--- config.mk ---
export PLATFORM = sky130hd
export DESIGN_NAME = niosii_system_sysid_info
export DESIGN_NICKNAME = d
export VERILOG_FILES = /design/src/rtl/niosii_system_sysid_info_pkg.sv /design/src/rtl/niosii_system_sysid_info_uptime.sv /design/src/rtl/niosii_system_sysid_info.sv
export SDC_FILE = /design/constraint.sdc
export NUM_CORES = 1
export LEC_CHECK = 0
export CAP_MARGIN = 15
export CORE_ASPECT_RATIO = 1.5
export CORE_MARGIN = 1.5
export CORE_UTILIZATION = 55
export DETAILED_ROUTE_END_ITERATION = 16
export PLACE_DENSITY = 0.83
export SLEW_MARGIN = 10
export SYNTH_ARGS = -nofsm -noshare
export SYNTH_HDL_FRONTEND = slang
export SYNTH_SLANG_ARGS = --single-unit
--- constraint.sdc ---
create_clock -name clock -period 6.05 [get_ports clock]
set_clock_uncertainty 0.05 [all_clocks]
set_input_delay 0.9075 -clock clock [delete_from_list [all_inputs] [get_ports clock]]
set_output_delay 0.9075 -clock clock [all_outputs]
set_load 0.01 [all_outputs]
--- src/rtl/niosii_system_sysid_info_pkg.sv ---
// Shared register map, CTRL bit positions, INFO field layout and the
// byte-lane merge used by the writable registers of the sysid/info slave.
package niosII_system_sysid_pkg;

    localparam int unsigned ADDR_SYS_ID    = 0;
    localparam int unsigned ADDR_TIMESTAMP = 1;
    localparam int unsigned ADDR_INFO      = 2;
    localparam int unsigned ADDR_SCRATCH   = 3;
    localparam int unsigned ADDR_UPTIME_LO = 4;
    localparam int unsigned ADDR_UPTIME_HI = 5;
    localparam int unsigned ADDR_CTRL      = 6;
    localparam int unsigned ADDR_RESERVED  = 7;
    localparam int unsigned ADDR_USER_BASE = 8;

    localparam int CTRL_CLEAR  = 0;
    localparam int CTRL_FREEZE = 1;

    localparam int INFO_VERSION_LSB  = 16;
    localparam int INFO_NUM_USER_LSB = 8;
    localparam int INFO_ADDR_W_LSB   = 0;

    function automatic logic [31:0] merge_bytes(
        input logic [31:0] old_value,
        input logic [31:0] new_value,
        input logic [3:0]  lanes
    );
        logic [31:0] merged;
        merged = old_value;
        for (int b = 0; b < 4; b++) begin
            if (lanes[b]) begin
                merged[8*b +: 8] = new_value[8*b +: 8];
            end
        end
        return merged;
    endfunction

endpackage

--- src/rtl/niosii_system_sysid_info_uptime.sv ---
// Free-running uptime counter with clear/freeze control and a snapshot of
// the upper bits taken whenever software reads the low word.
module niosII_system_sysid_uptime #(
    parameter int                  UPTIME_W    = 64,
    parameter logic [UPTIME_W-1:0] UPTIME_INIT = '0
) (
    input  logic        clock,
    input  logic        reset,
    input  logic        clear,
    input  logic        freeze,
    input  logic        snapshot_load,
    output logic [31:0] count_lo,
    output logic [31:0] snapshot
);

    logic [UPTIME_W-1:0] count;

    // Clear wins over freeze; the counter wraps silently.
    always_ff @(posedge clock) begin
        if (reset) begin
            count    <= UPTIME_INIT;
            snapshot <= '0;
        end else begin
            if (clear) begin
                count <= '0;
            end else if (!freeze) begin
                count <= count + UPTIME_W'(1);
            end
            if (snapshot_load) begin
                snapshot <= 32'(count >> 32);
            end
        end
    end

    assign count_lo = count[31:0];

endmodule

--- src/rtl/niosii_system_sysid_info.sv ---
// Avalon-MM system-identification slave: build constants, scratch, uptime,
// control and staged user status words, with a fixed one-cycle read latency.
module niosii_system_sysid_info
    import niosII_system_sysid_pkg::*;
#(
    parameter logic [31:0]         SYS_ID      = 32'h0000_0000,
    parameter logic [31:0]         TIMESTAMP   = 32'h0000_0000,
    parameter logic [15:0]         VERSION     = 16'h0001,
    parameter int                  NUM_USER    = 4,
    parameter int                  ADDR_W      = 4,
    parameter int                  UPTIME_W    = 64,
    parameter logic [UPTIME_W-1:0] UPTIME_INIT = '0
) (
    input  logic                                          clock,
    input  logic                                          reset,
    input  logic [ADDR_W-1:0]                             address,
    input  logic                                          read,
    input  logic                                          write,
    input  logic [31:0]                                   writedata,
    input  logic [3:0]                                    byteenable,
    output logic [31:0]                                   readdata,
    output logic                                          readdatavalid,
    input  logic [((NUM_USER > 0) ? NUM_USER*32 : 32)-1:0] user_status
);

    localparam int USER_BITS = (NUM_USER > 0) ? NUM_USER*32 : 32;
    localparam logic [31:0] INFO_WORD =
        (32'(VERSION) << INFO_VERSION_LSB) |
        (32'(8'(NUM_USER)) << INFO_NUM_USER_LSB) |
        (32'(8'(ADDR_W)) << INFO_ADDR_W_LSB);

    if (NUM_USER < 0 || NUM_USER > (2**ADDR_W) - 8) begin : g_bad_num_user
        $error("NUM_USER=%0d does not fit in a %0d-bit address map", NUM_USER, ADDR_W);
    end
    if (UPTIME_W < 33 || UPTIME_W > 64) begin : g_bad_uptime_w
        $error("UPTIME_W=%0d outside 33..64", UPTIME_W);
    end

    logic [31:0]          addr_ext;
    logic [31:0]          scratch;
    logic                 ctrl_freeze;
    logic [USER_BITS-1:0] user_stage;
    logic [31:0]          uptime_lo;
    logic [31:0]          uptime_snapshot;
    logic [31:0]          read_value;
    logic [31:0]          readdata_q;
    logic                 readdatavalid_q;
    logic                 write_scratch;
    logic                 write_ctrl;
    logic                 clear_uptime;
    logic                 snap_uptime;
    int unsigned          user_index;

    assign addr_ext      = 32'(address);
    assign write_scratch = write && (addr_ext == ADDR_SCRATCH);
    assign write_ctrl    = write && (addr_ext == ADDR_CTRL);
    assign clear_uptime  = write_ctrl && byteenable[0] && writedata[CTRL_CLEAR];
    assign snap_uptime   = read && (addr_ext == ADDR_UPTIME_LO);

    niosII_system_sysid_uptime #(
        .UPTIME_W    (UPTIME_W),
        .UPTIME_INIT (UPTIME_INIT)
    ) u_uptime (
        .clock         (clock),
        .reset         (reset),
        .clear         (clear_uptime),
        .freeze        (ctrl_freeze),
        .snapshot_load (snap_uptime),
        .count_lo      (uptime_lo),
        .snapshot      (uptime_snapshot)
    );

    always_ff @(posedge clock) begin
        if (reset) begin
            scratch     <= '0;
            ctrl_freeze <= 1'b0;
            user_stage  <= '0;
        end else begin
            user_stage <= user_status;
            if (write_scratch) begin
                scratch <= merge_bytes(scratch, writedata, byteenable);
            end
            if (write_ctrl && byteenable[0]) begin
                ctrl_freeze <= writedata[CTRL_FREEZE];
            end
        end
    end

    // The mux sees register state before this cycle's write lands.
    always_comb begin
        read_value = '0;
        user_index = addr_ext - ADDR_USER_BASE;
        case (addr_ext)
            ADDR_SYS_ID:    read_value = SYS_ID;
            ADDR_TIMESTAMP: read_value = TIMESTAMP;
            ADDR_INFO:      read_value = INFO_WORD;
            ADDR_SCRATCH:   read_value = scratch;
            ADDR_UPTIME_LO: read_value = uptime_lo;
            ADDR_UPTIME_HI: read_value = uptime_snapshot;
            ADDR_CTRL:      read_value[CTRL_FREEZE] = ctrl_freeze;
            ADDR_RESERVED:  read_value = '0;
            default: begin
                if (addr_ext >= ADDR_USER_BASE && user_index < NUM_USER) begin
                    read_value = user_stage[user_index*32 +: 32];
                end
            end
        endcase
    end

    always_ff @(posedge clock) begin
        if (reset) begin
            readdata_q      <= '0;
            readdatavalid_q <= 1'b0;
        end else begin
            readdatavalid_q <= read;
            if (read) begin
                readdata_q <= read_value;
            end
        end
    end

    // A reset arriving the cycle after a read drops that read's response.
    assign readdata      = readdata_q;
    assign readdatavalid = readdatavalid_q & ~reset;

endmodule
# After elaboration in Yosys (flattened, before gate mapping)
# Index checks and enable logic that the tools add are counted.
[op_classes] n_bitwise=2 eq_ne=7 shift=1 addsub=2 reduce_logical=15 n_lt_le_gt_ge=2 n_mux=4
[op_table] operator="$pmux 30 s5" n=1
[op_table] operator="$shiftx 128x33->32" n=1
[op_table] operator="$add 64x1->64 const B" n=1
[op_table] operator="$logic_not 32->1" n=1
[op_table] operator="$lt 32x3->1 const B" n=1
[op_table] operator="$mux 32" n=1
[op_table] operator="$eq 4x3->1 const B" n=4
[op_table] operator="$eq 4x2->1 const B" n=2
[op_table] operator="$reduce_and 2->1" n=4
[op_table] operator="$reduce_or 4->1" n=2
[op_table] operator="$logic_and 1x1->1" n=6
[op_table] operator="$pmux 1 s5" n=1
[op_table] operator="$reduce_or 5->1" n=1
[op_table] operator="$sub 4x4->5 const B" n=1
[op_table] operator="$eq 4x1->1 const B" n=1
[op_table] operator="$ge 4x4->1 const B" n=1
[op_table] operator="$pmux 1 s4" n=1
[op_table] operator="$reduce_or 2->1" n=1
[op_table] operator="$and 1x1->1" n=1
[op_table] operator="$not 1->1" n=1
[word_totals] ff_bits=290 inputBits=172

# Logic depth before layout (Yosys ltp)
[depth] depth_word=5 depth_mapped=8

# Modules after synthesis
# From an unflattened synthesis, not the netlist that was laid out.
[hier_totals] cells_unflattened=1218 area_unflattened_um2=12259.3
[by_module_without_submodules] module="niosii_system_sysid_info" area_per_inst_um2=7840.0 instances=1 seq_area_each_um2=3883.7 cells_each=723
[by_module_without_submodules] module="niosII_system_sysid_uptime" area_per_inst_um2=4419.2 instances=1 seq_area_each_um2=1921.8 cells_each=495

# Worst setup path after synthesis
# No wires, ideal clock.
[synth_path] path_kind="input to output" startpoint="input reset" endpoint="output readdatavalid" t_arrival_ps=1553 slack_ps=3539 cell_stages=3 cell_sequence="clkbuf_1 -> clkbuf_1 -> nor2b_1"
[synth_between] elab_chain_len=2
[synth_lines] item="start, declared" line_no="niosii_system_sysid_info.sv:15" rtl="input logic reset,"
[synth_lines] item="$not 1->1" line_no="niosii_system_sysid_info.sv:124" rtl="assign readdatavalid = readdatavalid_q & ~reset;"
[synth_lines] item="$and 1x1->1" line_no="niosii_system_sysid_info.sv:124"
[synth_lines] item="end, declared" line_no="niosii_system_sysid_info.sv:22" rtl="output logic readdatavalid,"
# No other way between the ends.

# Final worst setup path
[layout_path] startpoint="input address[1]" endpoint="register scratch[25]"
[layout_between] elab_chain_len=3
[layout_lines] item="start, declared" line_no="niosii_system_sysid_info.sv:16" rtl="input logic [ADDR_W-1:0] address,"
[layout_lines] item="$eq 4x2->1" line_no="niosii_system_sysid_info.sv:55" rtl="assign write_scratch = write && (addr_ext == ADDR_SCRATCH);"
[layout_lines] item="$logic_and 1x1->1" line_no="niosii_system_sysid_info.sv:55"
[layout_lines] item="$reduce_and 2->1 (no source line)"
[layout_lines] item="end signal, assigned" line_no="niosii_system_sysid_info.sv:81" rtl="scratch <= merge_bytes(scratch, writedata, byteenable);"
[layout_lines] item="end, declared" line_no="niosii_system_sysid_info.sv:40" rtl="logic [31:0] scratch;"
# No other way between the ends.
# A chain may end at the register's enable or synchronous reset.

==> results.md <==
| Item | Value | Unit |
|:---|:---|:---|
| Status | complete, no violations | - |
| Max-Cap Viols | 0 | - |
| Vias per cell | 5.58 | - |
| Highest clock rate | 297 | MHz |
| Required time reported for the critical path endpoint | 6.39 | ns |
| Final Slew Violations | 0 | - |
| Hold buffer count at CTS | 0 | - |
| Post-synthesis to final-layout area growth | 27.9 | % |
| Width of the chip | 120 | um |
| Antenna violations before repair | 2 | - |
| Total number of clock tree sinks | 290 | - |
| Post-synthesis cell type count | 51 | - |
| DIE AREA | 21500 | um2 |
| Number of enable-type register cells in the synthesized netlist | 0 | - |
| Synthesized netlist net count | 1371 | - |
| Avg Inst Size Synth | 9.45 | um2 |
| Sequential cell area | 5810 | um2 |
| Clk_lat worst skew | 0.54 | ns |
| Leading register cell type out of synthesis | dfxtp_1 | - |
| Total cell area at the placement stage | 13500 | um2 |
| Worst-case register-to-register setup slack | 3.26 | ns |
| Area taken by multi-input logic gates | 5200 | um2 |
| Capture instance of the worst register-to-register path | u_uptime.count[54] | - |
| Critical hold path startpoint | u_uptime.snapshot[0] | - |
| Number of gates resized after CTS | 0 | - |
| Power Total | 4.23 | mW |
| CORE AREA | 20300 | um2 |
| Clock-pin slew on the worst setup and hold paths | 0.06 | ns |
| Final GP Congestion | 0.843 | - |
| Highest net fanout along the worst path | 38 | - |
| Number of cells produced by synthesis | 1198 | - |
| Clock buffer count from CTS | 27 | - |
| Remaining number of nets flagged by the antenna check after routing | 0 | - |
| Crit path capture type | flop | - |
| Wire length of the first global-routing pass | 44900 | um |
| Setup Buffers After CTS | 0 | - |
| Post-route cell area | 14500 | um2 |
| Slowest library cell on the worst path | nor4bb_4 | - |
| Cell at the root of the clock tree | clkbuf_16 | - |
| Source of the critical timing path | address[1] | - |
| Top delay family on crit path | simple AND/OR/NAND/NOR gates | - |
| Y dimension of the die | 179 | um |
| Worst r2r path cells | 6 | - |
| Type of the worst min-delay path | flop to flop | - |
| Reg-to-reg startpoint | u_uptime.count[0] | - |
| Port buffer count | 204 | - |
| Clock tree from TritonCTS | done | - |
| Worst-path cell chain | buf_2 > nor4bb_4 > buf_4 > nand3_1 > mux2i_1 > nor2_1 | - |
| Net total in the final layout | 1533 | - |
| Total global routing track utilization | 26.1 | % |
| Average wire length per cell after detail routing | 17.2 | um |
| Final critical delay including setup and external delays | 3.37 | ns |
| Levels on crit path | 6 | - |
| Tightest Pin Transition | 1.09 | ns |
| Fraction of synthesis flops using an asynchronous set or reset pin | 0 | % |
| 1st-iter DRT viols | 662 | - |
| Total number of placement rows | 64 | - |
| Critical path start-end classification | input pin to flop | - |
| Unrepaired setup endpoints after global routing | false | - |
| Maximum number of buffers from clock root to sink | 3 | - |
| Commonest cells after routing, fill and taps aside | 290 x dfxtp_1, 200 x clkdlybuf4s50_1, 141 x nand2_1 | - |
| Final TNS setup | 0 | ns |
| Critical path launch point type | input pin | - |
| Data arrival time of the critical path | 3.71 | ns |
| Final setup vio count | 0 | - |
| Layout fillers | 1454 | - |
| Largest net degree at the start of global routing | 135 | - |
| Cell Pwr Density | 292 | nW/um2 |
| Most common cell after layout, fill and taps aside | dfxtp_1 | - |
| Placed wire-length estimate | 20000 | um |
| Total grt overflow | 0 | - |
| Sequential area share after synthesis | 51.3 | % |
| Number of search-and-repair iterations in the first detailed-routing pass | 5 | - |
| Number of global-route vias before repair | 8967 | - |
| Relative slew slack | 27.4 | % |
| Total I/O pin count | 205 | - |
| H-tree Lvls | 1 | - |
| Total wire length | 28300 | um |
| Worst vdd rail ir drop | 260 | uV |
| Starting density of the core | 55.9 | % |
| Share of the cycle needed by the critical path after routing | 55.7 | % |
| Warnings from Yosys | 0 | - |
| CP Capture Point | scratch[25] | - |
| Final Hold Viols | 0 | - |
| Routed via count | 9186 | - |
| Biggest cell delay along the critical path | 0.92 | ns |
| Share of final-layout standard cells stronger than drive strength 1 | 7.68 | % |
| Cell area after synthesis | 11300 | um2 |
| Lkg Pwr | 5.31 | nW |
| Number of DRC violations after detailed routing | 0 | - |
| Worst path buffer plus inverter count | 2 | - |
| Synth Register Bits | 290 | - |
-- worst min path at each step --
| stage | end | cells after the start | slack [ns] |
|---|---|---|---|
| 2_1_floorplan | scratch[2] | 2 | 0.38 |
| 3_3_place_gp | scratch[3] | 2 | 0.39 |
| 3_5_place_dp | scratch[5] | 2 | 0.40 |
| 4_1_cts | scratch[5] | 2 | 0.41 |
| 5_1_grt | u_uptime.snapshot[9] | 2 | 0.43 |
| 6_report | u_uptime.snapshot[0] | 2 | 0.41 |
-- report_power, final --
group	total (mW)	internal (mW)	switching, mW
clock network	1.91	1.18	0.726
logic	0.329	0.194	0.135
registers	2.00	1.97	0.0244
-- stage by stage --
stage	setup slack (ns)	std cells	utilization, %	hold WS [ns]
finish	2.68	1646	71.5	0.407
global route	2.51	1646	71.5	0.429
CTS	2.66	1644	71.5	0.407
detailed placement	2.17	1595	66.5	0.398
global placement	2.28	1595	66.5	0.392
floorplan	3.54	1198	-	0.383
-- synth_stat cells, types with 2 or more instances --
library cell | number | area share, %
a21oi_1 | 102 | 4.5
nor2b_1 | 134 | 7.4
nor4b_1 | 2 | 0.15
xnor2_1 | 9 | 0.70
nand3_1 | 51 | 2.3
and4_1 | 6 | 0.46
buf_2 | 9 | 0.40
nand4_1 | 25 | 1.4
nor2_1 | 102 | 3.4
a311oi_1 | 3 | 0.23
clkbuf_1 | 65 | 2.2
inv_1 | 7 | 0.23
nand2_1 | 141 | 4.7
nor4_1 | 5 | 0.28
and3_1 | 8 | 0.44
and2_1 | 2 | 0.11
or4_1 | 9 | 0.60
mux4_2 | 32 | 6.4
and3b_1 | 2 | 0.15
or3_1 | 16 | 0.88
mux2i_1 | 26 | 2.3
nand4_2 | 2 | 0.22
xor2_1 | 25 | 1.9
o41ai_1 | 3 | 0.23
nor3_1 | 33 | 1.5
nand2b_1 | 2 | 0.11
buf_1 | 6 | 0.20
a22oi_1 | 28 | 1.9
dfxtp_1 | 290 | 51
o21ai_0 | 20 | 0.88
nand3b_1 | 2 | 0.13
o31ai_1 | 8 | 0.53
nand4b_1 | 4 | 0.31
nor4bb_1 | 2 | 0.18
-- cell families after synthesis --
group,after synthesis,synth area share (%)
simple gates,557,25.6
mux,58,8.66
fa+ha+maj,1,0.110
compound gates,170,8.68
xor+xnor,34,2.63
flops,290,51.3
buf+inv,88,3.08
-- worst register-to-register path, delay by kind of cell, from the launching register on --
family / cells / cell delay, ns
adder cells (fa/ha/maj): 1 / 0.23
flip-flops: 1 / 0.45
AO/OA/AOI/OAI: 1 / 0.15
AND/OR/NAND/NOR: 4 / 1.87
-- registers in the layout, indices dropped and copies added (netlist names) --
signal,count
u_uptime.count,64
u_uptime.snapshot,32
user_stage,128
readdata,32
scratch,32
readdatavalid_q,1
ctrl_freeze,1
-- cell type report --
class	count	area share (%)
tap	264	2.28
antenna	2	0.0345
clock inverter	14	1.80
multi-input combinational	820	35.9
timing repair buffer	214	14.5
clock buffer	35	5.22
sequential	290	40.1
inverter	7	0.181
-- per-layer routing --
metal / routed length (um) / track usage [%] / share of wire, % / vias up
li1: - / - / - / 4454
met1: 11000 / 30.6 / 39 / 4339
met2: 14500 / 46.4 / 51 / 334
met3: 1840 / 5.25 / 6.5 / 59
met4: 920 / 10.6 / 3.3 / 0
met5: 0 / 0 / 0 / -
No activity file was read; power rests on OpenSTA's default activity.
